===== config.mk =====
export PLATFORM = sky130hd
export DESIGN_NAME = axi_lite_param_loader
export DESIGN_NICKNAME = d
export VERILOG_FILES = /design/src/rtl/ray_axi_pkg.sv /design/src/rtl/axi_lite_param_loader.sv
export SDC_FILE = /design/constraint.sdc
export NUM_CORES = 1
export LEC_CHECK = 0
export ABC_AREA = 1
export BUFFER_PORTS_ARGS = -buffer_cell sky130_fd_sc_hd__buf_2
export CAP_MARGIN = 10
export CORE_MARGIN = 8
export CORE_UTILIZATION = 41
export DETAILED_ROUTE_END_ITERATION = 6
export PLACE_DENSITY = 0.66
export SYNTH_ARGS = -nofsm -noshare
export SYNTH_HDL_FRONTEND = slang
export SYNTH_SLANG_ARGS = --single-unit

===== constraint.sdc =====
create_clock -name m_axi_lite_aclk -period 39 [get_ports m_axi_lite_aclk]
set_clock_uncertainty 0.05 [all_clocks]
set_input_delay 7.8 -clock m_axi_lite_aclk [delete_from_list [all_inputs] [get_ports m_axi_lite_aclk]]
set_output_delay 7.8 -clock m_axi_lite_aclk [all_outputs]
set_load 0.05 [all_outputs]

===== src/rtl/ray_axi_pkg.sv =====
// ray_axi_pkg: shared AXI-Lite response codes, loader state encoding and
// register word indices of the pixel generator's parameter file.
`default_nettype none

package ray_axi_pkg;

   localparam logic [1:0] AXI_OK  = 2'b00;
   localparam logic [1:0] AXI_ERR = 2'b10;

   typedef enum logic [2:0] {
      ST_IDLE  = 3'd0,
      ST_WADDR = 3'd1,
      ST_WRESP = 3'd2,
      ST_RADDR = 3'd3,
      ST_RDATA = 3'd4,
      ST_NEXT  = 3'd5,
      ST_FIN   = 3'd6
   } loader_state_t;

   localparam int LIGHT_OBJSEL  = 0;
   localparam int CAM_POS       = 1;
   localparam int CAM_DIR       = 2;
   localparam int CAM_UP        = 3;
   localparam int CAM_RIGHT     = 4;
   localparam int FOV_SCALE     = 5;
   localparam int RESERVED_6    = 6;
   localparam int NORMAL_FACTOR = 7;

endpackage

`default_nettype wire


===== src/rtl/axi_lite_param_loader.sv =====
// axi_lite_param_loader: AXI-Lite initiator that writes a snapshot of scene
// parameters to consecutive word addresses, optionally reading each one back.
`default_nettype none

module axi_lite_param_loader
   import ray_axi_pkg::*;
#(
   parameter int AXI_LITE_ADDR_WIDTH = 8,
   parameter int NUM_REGS            = 8,
   parameter int BASE_ADDR           = 0,
   parameter int READBACK            = 1
) (
   input  logic                             m_axi_lite_aclk,
   input  logic                             axi_resetn,
   input  logic                             start,
   input  logic [32*NUM_REGS-1:0]           reg_values,
   output logic                             busy,
   output logic                             done,
   output logic                             err,
   output logic [$clog2(NUM_REGS)-1:0]      err_index,
   output logic [AXI_LITE_ADDR_WIDTH-1:0]   m_axi_lite_awaddr,
   output logic                             m_axi_lite_awvalid,
   input  logic                             m_axi_lite_awready,
   output logic [31:0]                      m_axi_lite_wdata,
   output logic [3:0]                       m_axi_lite_wstrb,
   output logic                             m_axi_lite_wvalid,
   input  logic                             m_axi_lite_wready,
   input  logic [1:0]                       m_axi_lite_bresp,
   input  logic                             m_axi_lite_bvalid,
   output logic                             m_axi_lite_bready,
   output logic [AXI_LITE_ADDR_WIDTH-1:0]   m_axi_lite_araddr,
   output logic                             m_axi_lite_arvalid,
   input  logic                             m_axi_lite_arready,
   input  logic [31:0]                      m_axi_lite_rdata,
   input  logic [1:0]                       m_axi_lite_rresp,
   input  logic                             m_axi_lite_rvalid,
   output logic                             m_axi_lite_rready
);

   localparam int IDX_W = $clog2(NUM_REGS);
   localparam longint LAST_ADDR = longint'(BASE_ADDR) + 64'd4 * longint'(NUM_REGS - 1);

   if ((NUM_REGS < 2) || (LAST_ADDR >= (64'd1 << AXI_LITE_ADDR_WIDTH))) begin : g_addr_check
      $error("axi_lite_param_loader: register window does not fit the address width");
   end

   loader_state_t state, state_n;
   logic [IDX_W-1:0] index;
   logic             aw_done, w_done;
   logic [31:0]      shadow [NUM_REGS];
   logic [AXI_LITE_ADDR_WIDTH-1:0] addr;
   logic             aw_hs, w_hs, last, rd_bad;

   // Word address wraps silently within the bus width.
   assign addr   = AXI_LITE_ADDR_WIDTH'(BASE_ADDR) + AXI_LITE_ADDR_WIDTH'({index, 2'b00});
   assign aw_hs  = m_axi_lite_awvalid && m_axi_lite_awready;
   assign w_hs   = m_axi_lite_wvalid && m_axi_lite_wready;
   assign last   = (index == IDX_W'(NUM_REGS - 1));
   assign rd_bad = (m_axi_lite_rresp != AXI_OK) || (m_axi_lite_rdata != shadow[index]);

   assign m_axi_lite_awaddr  = addr;
   assign m_axi_lite_araddr  = addr;
   assign m_axi_lite_wdata   = shadow[index];
   assign m_axi_lite_wstrb   = 4'hF;
   assign m_axi_lite_awvalid = (state == ST_WADDR) && !aw_done;
   assign m_axi_lite_wvalid  = (state == ST_WADDR) && !w_done;
   assign m_axi_lite_bready  = (state == ST_WRESP);
   assign m_axi_lite_arvalid = (state == ST_RADDR);
   assign m_axi_lite_rready  = (state == ST_RDATA);
   assign busy               = (state != ST_IDLE) && (state != ST_FIN);
   assign done               = (state == ST_FIN);

   always_comb begin
      state_n = state;
      unique case (state)
         ST_IDLE:  if (start) state_n = ST_WADDR;
         ST_WADDR: if ((aw_done || aw_hs) && (w_done || w_hs)) state_n = ST_WRESP;
         ST_WRESP: begin
            if (m_axi_lite_bvalid) begin
               if (m_axi_lite_bresp != AXI_OK) state_n = ST_FIN;
               else if (READBACK != 0)         state_n = ST_RADDR;
               else                            state_n = ST_NEXT;
            end
         end
         ST_RADDR: if (m_axi_lite_arready) state_n = ST_RDATA;
         ST_RDATA: if (m_axi_lite_rvalid) state_n = rd_bad ? ST_FIN : ST_NEXT;
         ST_NEXT:  state_n = last ? ST_FIN : ST_WADDR;
         ST_FIN:   state_n = ST_IDLE;
         default:  state_n = ST_IDLE;
      endcase
   end

   always_ff @(posedge m_axi_lite_aclk or negedge axi_resetn) begin
      if (!axi_resetn) begin
         state     <= ST_IDLE;
         index     <= '0;
         aw_done   <= 1'b0;
         w_done    <= 1'b0;
         err       <= 1'b0;
         err_index <= '0;
      end else begin
         state <= state_n;
         case (state)
            ST_IDLE: begin
               if (start) begin
                  err   <= 1'b0;
                  index <= '0;
               end
            end
            ST_WADDR: begin
               // Per-channel flags let each valid drop on its own handshake.
               if (state_n != ST_WADDR) begin
                  aw_done <= 1'b0;
                  w_done  <= 1'b0;
               end else begin
                  if (aw_hs) aw_done <= 1'b1;
                  if (w_hs)  w_done  <= 1'b1;
               end
            end
            ST_WRESP: begin
               if (m_axi_lite_bvalid && (m_axi_lite_bresp != AXI_OK)) begin
                  err       <= 1'b1;
                  err_index <= index;
               end
            end
            ST_RDATA: begin
               if (m_axi_lite_rvalid && rd_bad) begin
                  err       <= 1'b1;
                  err_index <= index;
               end
            end
            ST_NEXT: if (!last) index <= index + IDX_W'(1);
            default: ;
         endcase
      end
   end

   // Snapshot is data-only; its contents are irrelevant until the next start.
   always_ff @(posedge m_axi_lite_aclk) begin
      if ((state == ST_IDLE) && start) begin
         for (int i = 0; i < NUM_REGS; i++) begin
            shadow[i] <= reg_values[32*i +: 32];
         end
      end
   end

endmodule

`default_nettype wire


After elaboration in Yosys (flattened, before gate mapping). Memories as Yosys holds them, arrays and structs flattened. Index checks and enable logic that the tools add are counted. W data, S select, Z words.

$add $sub $neg: 1. Multipliers: 0. Divide/modulo/power cells: 0. Magnitude comparators: 0. Eq/ne operators: 14. Shift operators: 0. Multiplexer cells: 25. Bitwise gates (word level): 0. Reduce and logical (&&, ||, !) cells: 28.

Operators with widths (number): $mux W3 (11); $ne A32 B32 Y1 (1); $pmux W3 S6 (1); $eq A3 B3 Y1 const B (4); $pmux W3 S2 (2); $reduce_bool A2 Y1 (6); $logic_and A1 B1 Y1 (9); $mux W1 (9); $eq A3 B2 Y1 const B (2); $reduce_and A3 Y1 (2); $reduce_bool A3 Y1 (2); $ne A2 B1 Y1 const B (2); $ne A2 B2 Y1 const B (2); $reduce_and A2 Y1 (2); $reduce_and A4 Y1 (1); $add A3 B1 Y3 const B (1); $eq A3 B1 Y1 const B (1); $logic_not A3 Y1 (1); $logic_or A1 B1 Y1 (3); $ne A3 B1 Y1 const B (1); $ne A3 B3 Y1 const B (1); $pmux W1 S3 (1); $logic_not A1 Y1 (2); $mux W2 (1).

Register bits: 12. Latch bits: 0. RAM bits: 256. Memory bits (read-only): 0. Input port bits: 300. Word-level logic and storage cells: 75. Memories kept: 1.

Memories: shadow (depth 8, width 32, rd ports 1, clocked after Yosys merged registers in 0, wr ports 8, RTL line axi_lite_param_loader.sv:50) `logic [31:0] shadow [NUM_REGS];`.

Depth between registers and ports, before layout. Gate-level depths: netlist of the first run.

Word-level depth: 10. Depth in mapped cells: 21. Depth with buffers taken out: 19.

Least setup slack after synthesis of the first run. Ideal clock, no wire load.

Path type: input to register. From: input m_axi_lite_bresp[1]. To: memory shadow[0][0] (enable). Arrival: 18716 ps. Required time: 38072 ps. Path slack: 19355 ps. Stages: 4. Buffers on the path: 0. Cells stage by stage: o21ai_0 > nand2_1 > o21ai_0 > nor2_1.

RTL lines: start: declaration (RTL line axi_lite_param_loader.sv:28) `input logic [1:0] m_axi_lite_bresp,`; end: declaration (RTL line axi_lite_param_loader.sv:50).

Worst setup path after layout of the first run.
From: register index[0]. To: output m_axi_lite_wdata[25].

Longest elaborated chain between the ends: 1.

RTL lines: start: declaration (RTL line axi_lite_param_loader.sv:48) `logic [IDX_W-1:0] index;`; start signal: assignment (RTL line axi_lite_param_loader.sv:132) `ST_NEXT: if (!last) index <= index + IDX_W'(1);`; $mem_v2 Z8 W32; end: declaration (RTL line axi_lite_param_loader.sv:24) `output logic [31:0] m_axi_lite_wdata,`.

Every way passes these cells.

==> flow_metrics.tcl, run 1 <==
set metrics [dict create \
    crit_path_end_kind "output pin" \
    ys_types 30 \
    r2r_end "err_index[2]" \
    wl_per_cell_um 17.90 \
    timing.final.setup_violations 0 \
    min_to "err" \
    nNetsFinal 1797 \
    wl_um 34160 \
    die_w_um 186.4 \
    io_buffers 348 \
    cpMaxStageDelayCell "buf_4" \
    syn_to_final_growth_pct 24.11 \
    cts_resized 0 \
    synth_area_leaders "edfxtp_1 (65%), nand2_1 (9.1%), nor2_1 (5.2%)" \
    synth_top_area_share_pct 64.58 \
    fin_crit_sh_pct 29.32 \
    finalSetupTns_ps 0 \
    critPathKind "reg -> out" \
    cp-start-kind "register" \
    path_buf_inv 4 \
    ff2ff_setup_slack_ps 34950 \
    fmax_mhz 87.46 \
    clk_latency_ps 550 \
    ys_ff_latch 268 \
    postRouteAntennaNets 0 \
    ir_worst_vdd_mv 0.04984 \
    clk_pin_slew_ps 60 \
    grt_max_degree 89 \
    viasPerCell 4.783 \
    gp_congestion 0.8529 \
    cts_buffers 28 \
    min_period_ps 11430 \
    hp-start "err" \
    initial_core_util_pct 41.59 \
    grt_most_used_layer "met2" \
    grt_pass1_vias 9493 \
    postCtsSetupBuffers 0 \
    slew_headroom_pct 25.06 \
    firstDrtPassIters 5 \
    grt_antenna_before_repair 9 \
    holdPathStages 2 \
    hold_ws_ps 419.8 \
    max_stage_delay_ps 790 \
    grt_use_total_pct 19.03 \
    path_delay_family "buffers and inverters" \
    coreArea_mm2 0.02863 \
    ctsHtreeMaxLevel 1 \
    gr-usage-met3_pct 4.567 \
    synth.largest_area_cell "edfxtp_1" \
    grt_overflow 0 \
    synth_cells 1164 \
    ios 363 \
    hold_class "reg -> reg" \
    power_density_mw_per_mm2 81.69 \
    crit_chain "inv_4, buf_4, nand2_1, nand3_1, nand3_1, nand2_1, inv_1, buf_2" \
    cts_sinks 268 \
    slew_violations 0 \
    synth_area_mm2 0.01190 \
    met2_usage_pct 33.52 \
    tightest_slew_ps 1124 \
    drcViolationCount 0 \
    synth_area_per_cell_um2 10.23 \
    clockBufferDepth 3 \
    yosys_warnings 0 \
    met1_usage_pct 22.53 \
    cts_tree "done" \
    cts_hold_buf 0 \
    status "finished clean" \
    finalHoldViolCount 0 \
    arrival_ps 3580 \
    rsz0062_at_grt "no" \
    reg2reg_from "index[0]" \
    fp-row-count 62 \
    dp_hpwl_um 23670 \
    cts_root_buf "clkbuf_16" \
    layout-drive-gt1-share_pct 26.70 \
    drv_cap 0 \
    die_h_um 186.4 \
    ff2ff_path_depth 17 \
    cp_max_fo 79 \
    grt_pass1_wl_um 52580 \
    seq_area_frac_synth_pct 67.10 \
    first_iter_violations 597 \
    p_leak_nw 6.699 \
    vias 9126 \
    die-area_mm2 0.03474 \
    cp.required_ps 31150 \
]
[worst min-delay path, stage by stage, from the launching register on]
cell	delay, ps
dfrtp_1	340
nand2_1	50
nand2_1	50
[cells in the final DEF (no fill, tap or decap), types with 2 or more instances in the layout]
| cell type | n |
|---|---|
| buf_2 | 348 |
| nand2_1 | 290 |
| edfxtp_1 | 256 |
| nor2_1 | 163 |
| inv_1 | 140 |
| nand3_1 | 119 |
| o21ai_0 | 50 |
| clkbuf_16 | 28 |
| o21ai_1 | 21 |
| nand3b_1 | 15 |
| conb_1 | 14 |
| dfrtp_1 | 9 |
| diode_2 | 7 |
| clkinv_1 | 7 |
| buf_4 | 7 |
| clkbuf_1 | 6 |
| nand4_1 | 5 |
| bufinv_16 | 5 |
| nor3_1 | 4 |
| o211ai_1 | 4 |
| clkinv_2 | 4 |
| or2_2 | 2 |
| inv_2 | 2 |
| a21oi_1 | 2 |
| ha_1 | 2 |
| dfrtp_2 | 2 |
[report_power, final]
part / internal (mW) / switching [mW] / leakage [nW]
Clock: 0.165 / 0.109 / 0.456
Combinational: 0.106 / 0.339 / 3.69
Sequential: 0.453 / 0.0359 / 2.55
[stage by stage]
| stage | area, um2 | instances | util, % | power (mW) | setup slack, ps |
|---|---|---|---|---|---|
| 6_report | 14770 | 1908 | 51.61 | 1.207 | 27570 |
| 4_1_cts | 14760 | 1901 | 51.55 | 1.221 | 27540 |
| 3_3_place_gp | 13810 | 1849 | 48.26 | 0.9343 | 27700 |
| 3_5_place_dp | 13810 | 1849 | 48.26 | 0.9449 | 27620 |
| 2_1_floorplan | 11950 | 1176 | - | 0.8825 | 19360 |
| 5_1_grt | 14770 | 1907 | 51.60 | 1.285 | 27300 |
[worst max-delay path by stage]
stage / start / to / slack [ps] / cells past startpoint
floorplan: m_axi_lite_bresp[1] / shadow[0][0] / 19360 / 4
global placement: m_axi_lite_bvalid / shadow[0][6] / 27700 / 7
detailed placement: m_axi_lite_bvalid / shadow[2][6] / 27620 / 7
CTS: index[0] / m_axi_lite_wdata[25] / 27540 / 9
global route: index[0] / m_axi_lite_wdata[22] / 27300 / 8
finish: index[0] / m_axi_lite_wdata[25] / 27570 / 8
[logic make-up (layout without fill, tap and decap cells)]
family          Yosys count  count (layout)  synth area share (%)
simple gates            603             603                 21.04
flops                   268             268                 67.10
buf+inv                 209             550                 8.093
compound gates           80              80                 3.490
fa+ha+maj                 2               2                0.2102
other cells               2              21               0.06309
[final cells by class]
type	instances	area, um2
Clock inverter	18	220.2
Antenna cell	7	17.52
Sequential cell	268	7994
Clock buffer	34	723.2
Tap cell	384	480.5
Fill cell	2575	13850
Inverter	143	539.3
Multi-Input combinational cell	699	3005
Timing Repair Buffer	355	1794
[state kept, by name (all words and copies together) (netlist names)]
name       count
aw_done        1
state          3
w_done         1
err            1
index          3
err_index      3
shadow       256
[cells in the mapped netlist, drive strengths merged]
master,instances
nand3b,15
nor4,1
o22ai,1
nor2,164
a31oi,1
nand3,120
o211ai,4
a21oi,2
and2,1
edfxtp,256
nor3,4
conb,2
dfrtp,12
or2,2
o21bai,1
nand2,291
nand4,5
o21ai,71
clkbuf,9
inv,143
buf,57
ha,2
[per-layer routing]
metal | share of wire (%) | wire length (um)
met1 | 40 | 13710
met2 | 51 | 17290
met3 | 6.6 | 2240
met4 | 2.6 | 882
met5 | 0.091 | 31
Note: power is estimated with default switching activity, not from simulation.
==> run 2, diff against run 1 <==
--- a/config.mk
+++ b/config.mk
@@ -5,13 +5,13 @@
 export SDC_FILE = /design/constraint.sdc
 export NUM_CORES = 1
 export LEC_CHECK = 0
-export ABC_AREA = 1
+export ABC_AREA = 0
 export BUFFER_PORTS_ARGS = -buffer_cell sky130_fd_sc_hd__buf_2
 export CAP_MARGIN = 10
 export CORE_MARGIN = 8
 export CORE_UTILIZATION = 41
 export DETAILED_ROUTE_END_ITERATION = 6
-export PLACE_DENSITY = 0.66
+export PLACE_DENSITY = 0.67
 export SYNTH_ARGS = -nofsm -noshare
 export SYNTH_HDL_FRONTEND = slang
 export SYNTH_SLANG_ARGS = --single-unit
==> constraint.sdc (replaced) <==
create_clock -name m_axi_lite_aclk -period 11.85 [get_ports m_axi_lite_aclk]
set_clock_uncertainty 0.05 [all_clocks]
set_input_delay 2.37 -clock m_axi_lite_aclk [delete_from_list [all_inputs] [get_ports m_axi_lite_aclk]]
set_output_delay 2.37 -clock m_axi_lite_aclk [all_outputs]
set_load 0.05 [all_outputs]
==> flow_metrics.tcl, run 2 <==
set metrics [dict create \
    status "finished clean" \
    timing.final.setup_violations 0 \
    first_iter_violations 325 \
    final_common_cell "buf_2" \
    ys_types 50 \
    cts_root_buf "clkbuf_16" \
    clk_pin_slew_ps 60 \
    layout_common_cells "buf_2 (348), edfxtp_1 (256), mux2i_1 (47)" \
    hold_ws_ps 443.9 \
    cp-start-kind "register" \
    layout-drive-gt1-share_pct 47.20 \
    drv_cap 0 \
    cts_sinks 268 \
    synth_cells 603 \
    syn_to_final_growth_pct 25.99 \
    synth_flop_cell "edfxtp_1" \
    slew_violations 0 \
    die_w_um 180.2 \
    synth_edf_count 256 \
    fin_cells 1322 \
    cts_tree "done" \
    die-area_mm2 0.03248 \
    postRouteAntennaNets 0 \
    arrival_ps 3590 \
    fmax_mhz 166.4 \
    synth_area_mm2 0.01106 \
    p_sw_share_pct 32.42 \
    grt_pass1_vias 7355 \
    clk_latency_ps 550 \
    critPathKind "reg -> out" \
    ys_ff_latch 268 \
    cts_hold_buf 0 \
    grt_max_degree 88 \
    die_h_um 180.2 \
    hold_class "reg -> reg" \
    clkPwrFrac_pct 27.6 \
    rsz0062_at_grt "no" \
    ir_worst_vdd_mv 0.1376 \
    finalHoldViolCount 0 \
    nFillCells 2203 \
    power_density_mw_per_mm2 215.4 \
    switching_power_uw 973.0 \
    crit_path_end_kind "output pin" \
    cp_max_fo 56 \
    vias 6573 \
    min_period_ps 6010 \
    nNetsFinal 1261 \
    grt_overflow 0 \
    cts_resized 0 \
    clockBufferDepth 3 \
    ios 363 \
    seq_power_share_pct 45.7 \
    yosys_warnings 0 \
    slew_headroom_pct 27.71 \
    grt_antenna_before_repair 1 \
    drcViolationCount 0 \
    viasPerCell 4.972 \
    cp.required_ps 9430 \
    seq_area_frac_synth_pct 72.24 \
    fin_total_pwr_mw 3.001 \
    regMostFlops "shadow" \
    cts_buffers 29 \
    ctsHtreeMaxLevel 1 \
    gp_congestion 0.7910 \
    synth.most_common_cell "edfxtp_1" \
    initial_core_util_pct 41.37 \
    multiInputGateArea_mm2 0.002779 \
    synth_area_per_cell_um2 18.34 \
    synth_common_cells "edfxtp_1 (256), mux2i_1 (47), mux4_2 (40), nor2_1 (26), buf_4 (25)" \
    ff_latch_area_mm2 0.007996 \
    dp_hpwl_um 21300 \
    dp_cells 1269 \
    grt_use_total_pct 16.81 \
    final_core_util_pct 52.13 \
    largest_reg_flops 256 \
    firstDrtPassIters 4 \
    postCtsSetupBuffers 0 \
    wl_per_cell_um 21.41 \
    diodes 0 \
    fin_crit_sh_pct 50.72 \
    coreArea_mm2 0.02673 \
    synth.largest_area_cell "edfxtp_1" \
    p_leak_nw 5.315 \
    synth_top_area_share_pct 69.53 \
    p_comb_share_pct 26.7 \
    tightest_slew_ps 1084 \
    io_buffers 348 \
    fp-row-count 60 \
    synth_area_leaders "edfxtp_1 (70%), mux4_2 (8.1%), mux2i_1 (4.3%)" \
    finalSetupTns_ps 0 \
    wl_um 28310 \
    p_int_mw 2.028 \
    ys_async_sr_fraction_pct 4.478 \
    grt_pass1_wl_um 42080 \
]
## run 2: metal layers
metal  vias up  global-route usage [%]  wire length [um]  part of all wire, %
met5         -                       0                11                0.039
met2       289                   29.36             14140                   50
met1      3180                   19.86             11170                   39
met4         2                   3.803               558                  2.0
met3        36                   5.605              2431                  8.6
li1       3066                       -                 -                    -
## run 2: cell families after synthesis
family	Yosys count	share of synthesized area, %
flip-flops	268	72.24
multiplexers	108	14.64
XOR/XNOR	29	2.297
other	2	0.06792
AND/OR/NAND/NOR	93	4.572
AO/OA/AOI/OAI	44	2.784
buffers and inverters	57	3.168
adder cells (fa/ha/maj)	2	0.2263
## run 2: path summary, 6_finish.rpt
check	from	to	slack, ps	depth (start not counted)
setup / recovery	index[2]	m_axi_lite_wdata[22]	5840	5
hold / removal	err	err	440	1
setup reg to reg	index[2]	err_index[0]	7570	9
hold reg to reg	err	err	440	1
max in group asynchronous	axi_resetn	index[1]	9840	1
min in group asynchronous	axi_resetn	err	1660	1
## run 2: cell type report
| type | count | area share (%) |
|---|---|---|
| clock inverter | 13 | 0.6556 |
| tap | 341 | 3.063 |
| multi-input combinational | 290 | 19.95 |
| timing repair buffer | 355 | 12.88 |
| sequential | 268 | 57.40 |
| clock buffer | 40 | 5.649 |
| inverter | 15 | 0.4042 |
## run 2: power by group through the flow
stage               logic, mW  registers (mW)  clock network, mW
finish                  0.802            1.37              0.828
global route            0.859            1.39              0.884
CTS                     0.818            1.37              0.854
detailed placement      0.815            1.39                  0
global placement        0.808            1.38                  0
floorplan               0.577            1.43                  0
## run 2: metrics by stage
stage / area, um2 / setup slack [ps]
after detailed placement: 13050 / 6394
final: 13930 / 5840
after global routing: 13930 / 5709
after floorplan: 11120 / 775.2
after global placement: 13050 / 6414
after CTS: 13930 / 5811
## run 2: critical path: stages, from the launching register on
cell and delay [ps]:
dfrtp_4 830, buf_4 760, mux2_2 290, o22ai_1 80
a221oi_1 600, buf_2 390
==> run 3, diff against run 2 <==
==> constraint.sdc (replaced) <==
create_clock -name m_axi_lite_aclk -period 5.8 [get_ports m_axi_lite_aclk]
set_clock_uncertainty 0.05 [all_clocks]
set_input_delay 1.16 -clock m_axi_lite_aclk [delete_from_list [all_inputs] [get_ports m_axi_lite_aclk]]
set_output_delay 1.16 -clock m_axi_lite_aclk [all_outputs]
set_load 0.05 [all_outputs]
==> flow_metrics.tcl, run 3 (synthesis results as in run 2) <==
set metrics [dict create \
    cp.required_ps 4590 \
    fin_total_pwr_mw 6.226 \
    multiInputGateArea_mm2 0.002779 \
    status "finished clean" \
    cts_root_buf "clkbuf_16" \
    final_common_cell "buf_2" \
    postRouteAntennaNets 0 \
    power_density_mw_per_mm2 444.5 \
    final_area_mm2 0.01401 \
    p_int_mw 4.211 \
    ff2ff_path_depth 8 \
    grt_antenna_before_repair 2 \
    timing.final.setup_violations 0 \
    fin_crit_sh_pct 74.98 \
    coreArea_mm2 0.02673 \
    postCtsSetupBuffers 0 \
    fp-row-count 60 \
    first_iter_violations 364 \
    slew_headroom_pct 38.54 \
    viasPerCell 4.966 \
    clk_pin_slew_ps 60 \
    ir_worst_vdd_mv 0.2851 \
    r2r_end "err_index[0]" \
    gp_congestion 0.8097 \
    cts_buffers 28 \
    layout-drive-gt1-share_pct 47.34 \
    cts_hold_buf 0 \
    finalHoldViolCount 0 \
    ff2ff_setup_slack_ps 1750 \
    firstDrtPassIters 4 \
    crit_path_end_kind "output pin" \
    drv_cap 0 \
    endpoint "m_axi_lite_wdata[10]" \
    fmax_mhz 229.9 \
    slew_violations 0 \
    dp_hpwl_um 21780 \
    switching_power_mw 2.015 \
    grt_use_total_pct 17.31 \
    grt_pass1_vias 7280 \
    clkPwrFrac_pct 28.5 \
    startpoint "index[1]" \
    io_buffers 348 \
    ff_latch_area_mm2 0.007996 \
    cts_resized 0 \
    die_h_um 180.2 \
    p_sw_share_pct 32.36 \
    dpl-instance-area_mm2 0.01308 \
    nFillCells 2244 \
    cp_max_fo 36 \
    cp-start-kind "register" \
    min_period_ps 4349 \
    arrival_ps 3140 \
    layout_common_cells "buf_2 (348), edfxtp_1 (256), mux2i_1 (47)" \
    clk_latency_ps 550 \
    ctsHtreeMaxLevel 1 \
    die-area_mm2 0.03248 \
    drcViolationCount 0 \
    largest_reg_flops 256 \
    die_w_um 180.2 \
    cts_tree "done" \
    wl_um 29140 \
    regMostFlops "shadow" \
    vias 6560 \
    nNetsFinal 1258 \
    cts_sinks 268 \
    ios 363 \
    tightest_slew_ps 914.8 \
    hold_class "in -> async" \
    grt_max_degree 134 \
    grt_pass1_wl_um 43130 \
    initial_core_util_pct 41.37 \
    critPathKind "reg -> out" \
    grt_overflow 0 \
    seq_power_share_pct 45.2 \
    syn_to_final_growth_pct 26.69 \
    clockBufferDepth 3 \
    wl_per_cell_um 22.06 \
    rsz0062_at_grt "no" \
    p_leak_nw 5.329 \
    p_comb_share_pct 26.2 \
    reg2reg_from "index[1]" \
]
==> run 3: metrics by stage <==
step                setup slack, ps  instances  utilization [%]  hold slack (ps)  TNS [ps]
global placement               1641       1267            48.92            430.0         0
CTS                            1251       1319            52.40            435.3         0
floorplan                     -4052        615                -            450.3  -1036510
detailed placement             1551       1267            48.92            448.9         0
finish                         1451       1321            52.42            450.6         0
global route                   1172       1320            52.41            446.8         0
==> run 3: cell type report <==
cell class                      instances  share of cell area (%)
Timing Repair Buffer                  353                   12.97
Clock inverter                         16                   1.268
Sequential cell                       268                   57.08
Multi-Input combinational cell        290                   19.84
Tap cell                              341                   3.046
Antenna cell                            2                 0.03573
Inverter                               15                  0.4019
Clock buffer                           36                   5.359
==> run 3: layer usage <==
layer / track usage (%) / wire, um
met1: 20.79 / 11720
met2: 29.69 / 14250
met3: 5.383 / 2344
met5: 0 / 13
met4: 4.861 / 815
==> run 3: worst max-delay path, stage by stage (launching register included) <==
cell      delay, ps
dfrtp_4         920
buf_4           430
nor2b_1         270
a221oi_1        570
buf_2           380
==> run 3: power groups by stage <==
stage / combinational (mW) / sequential (mW) / clock, mW
floorplan: 1.18 / 2.92 / 0
global placement: 1.65 / 2.84 / 0
detailed placement: 1.66 / 2.86 / 0
CTS: 1.66 / 2.82 / 1.83
global route: 1.75 / 2.86 / 1.89
finish: 1.63 / 2.82 / 1.77
==> run 3: worst min path at each step <==
stage | start | end | slack (ps) | cells past startpoint
finish | axi_resetn | err_index[0] | 450 | 1
CTS | axi_resetn | state[0] | 440 | 1
floorplan | aw_done | aw_done | 450 | 2
global placement | err | err | 430 | 1
detailed placement | err | err | 450 | 1
global route | axi_resetn | err_index[0] | 450 | 1
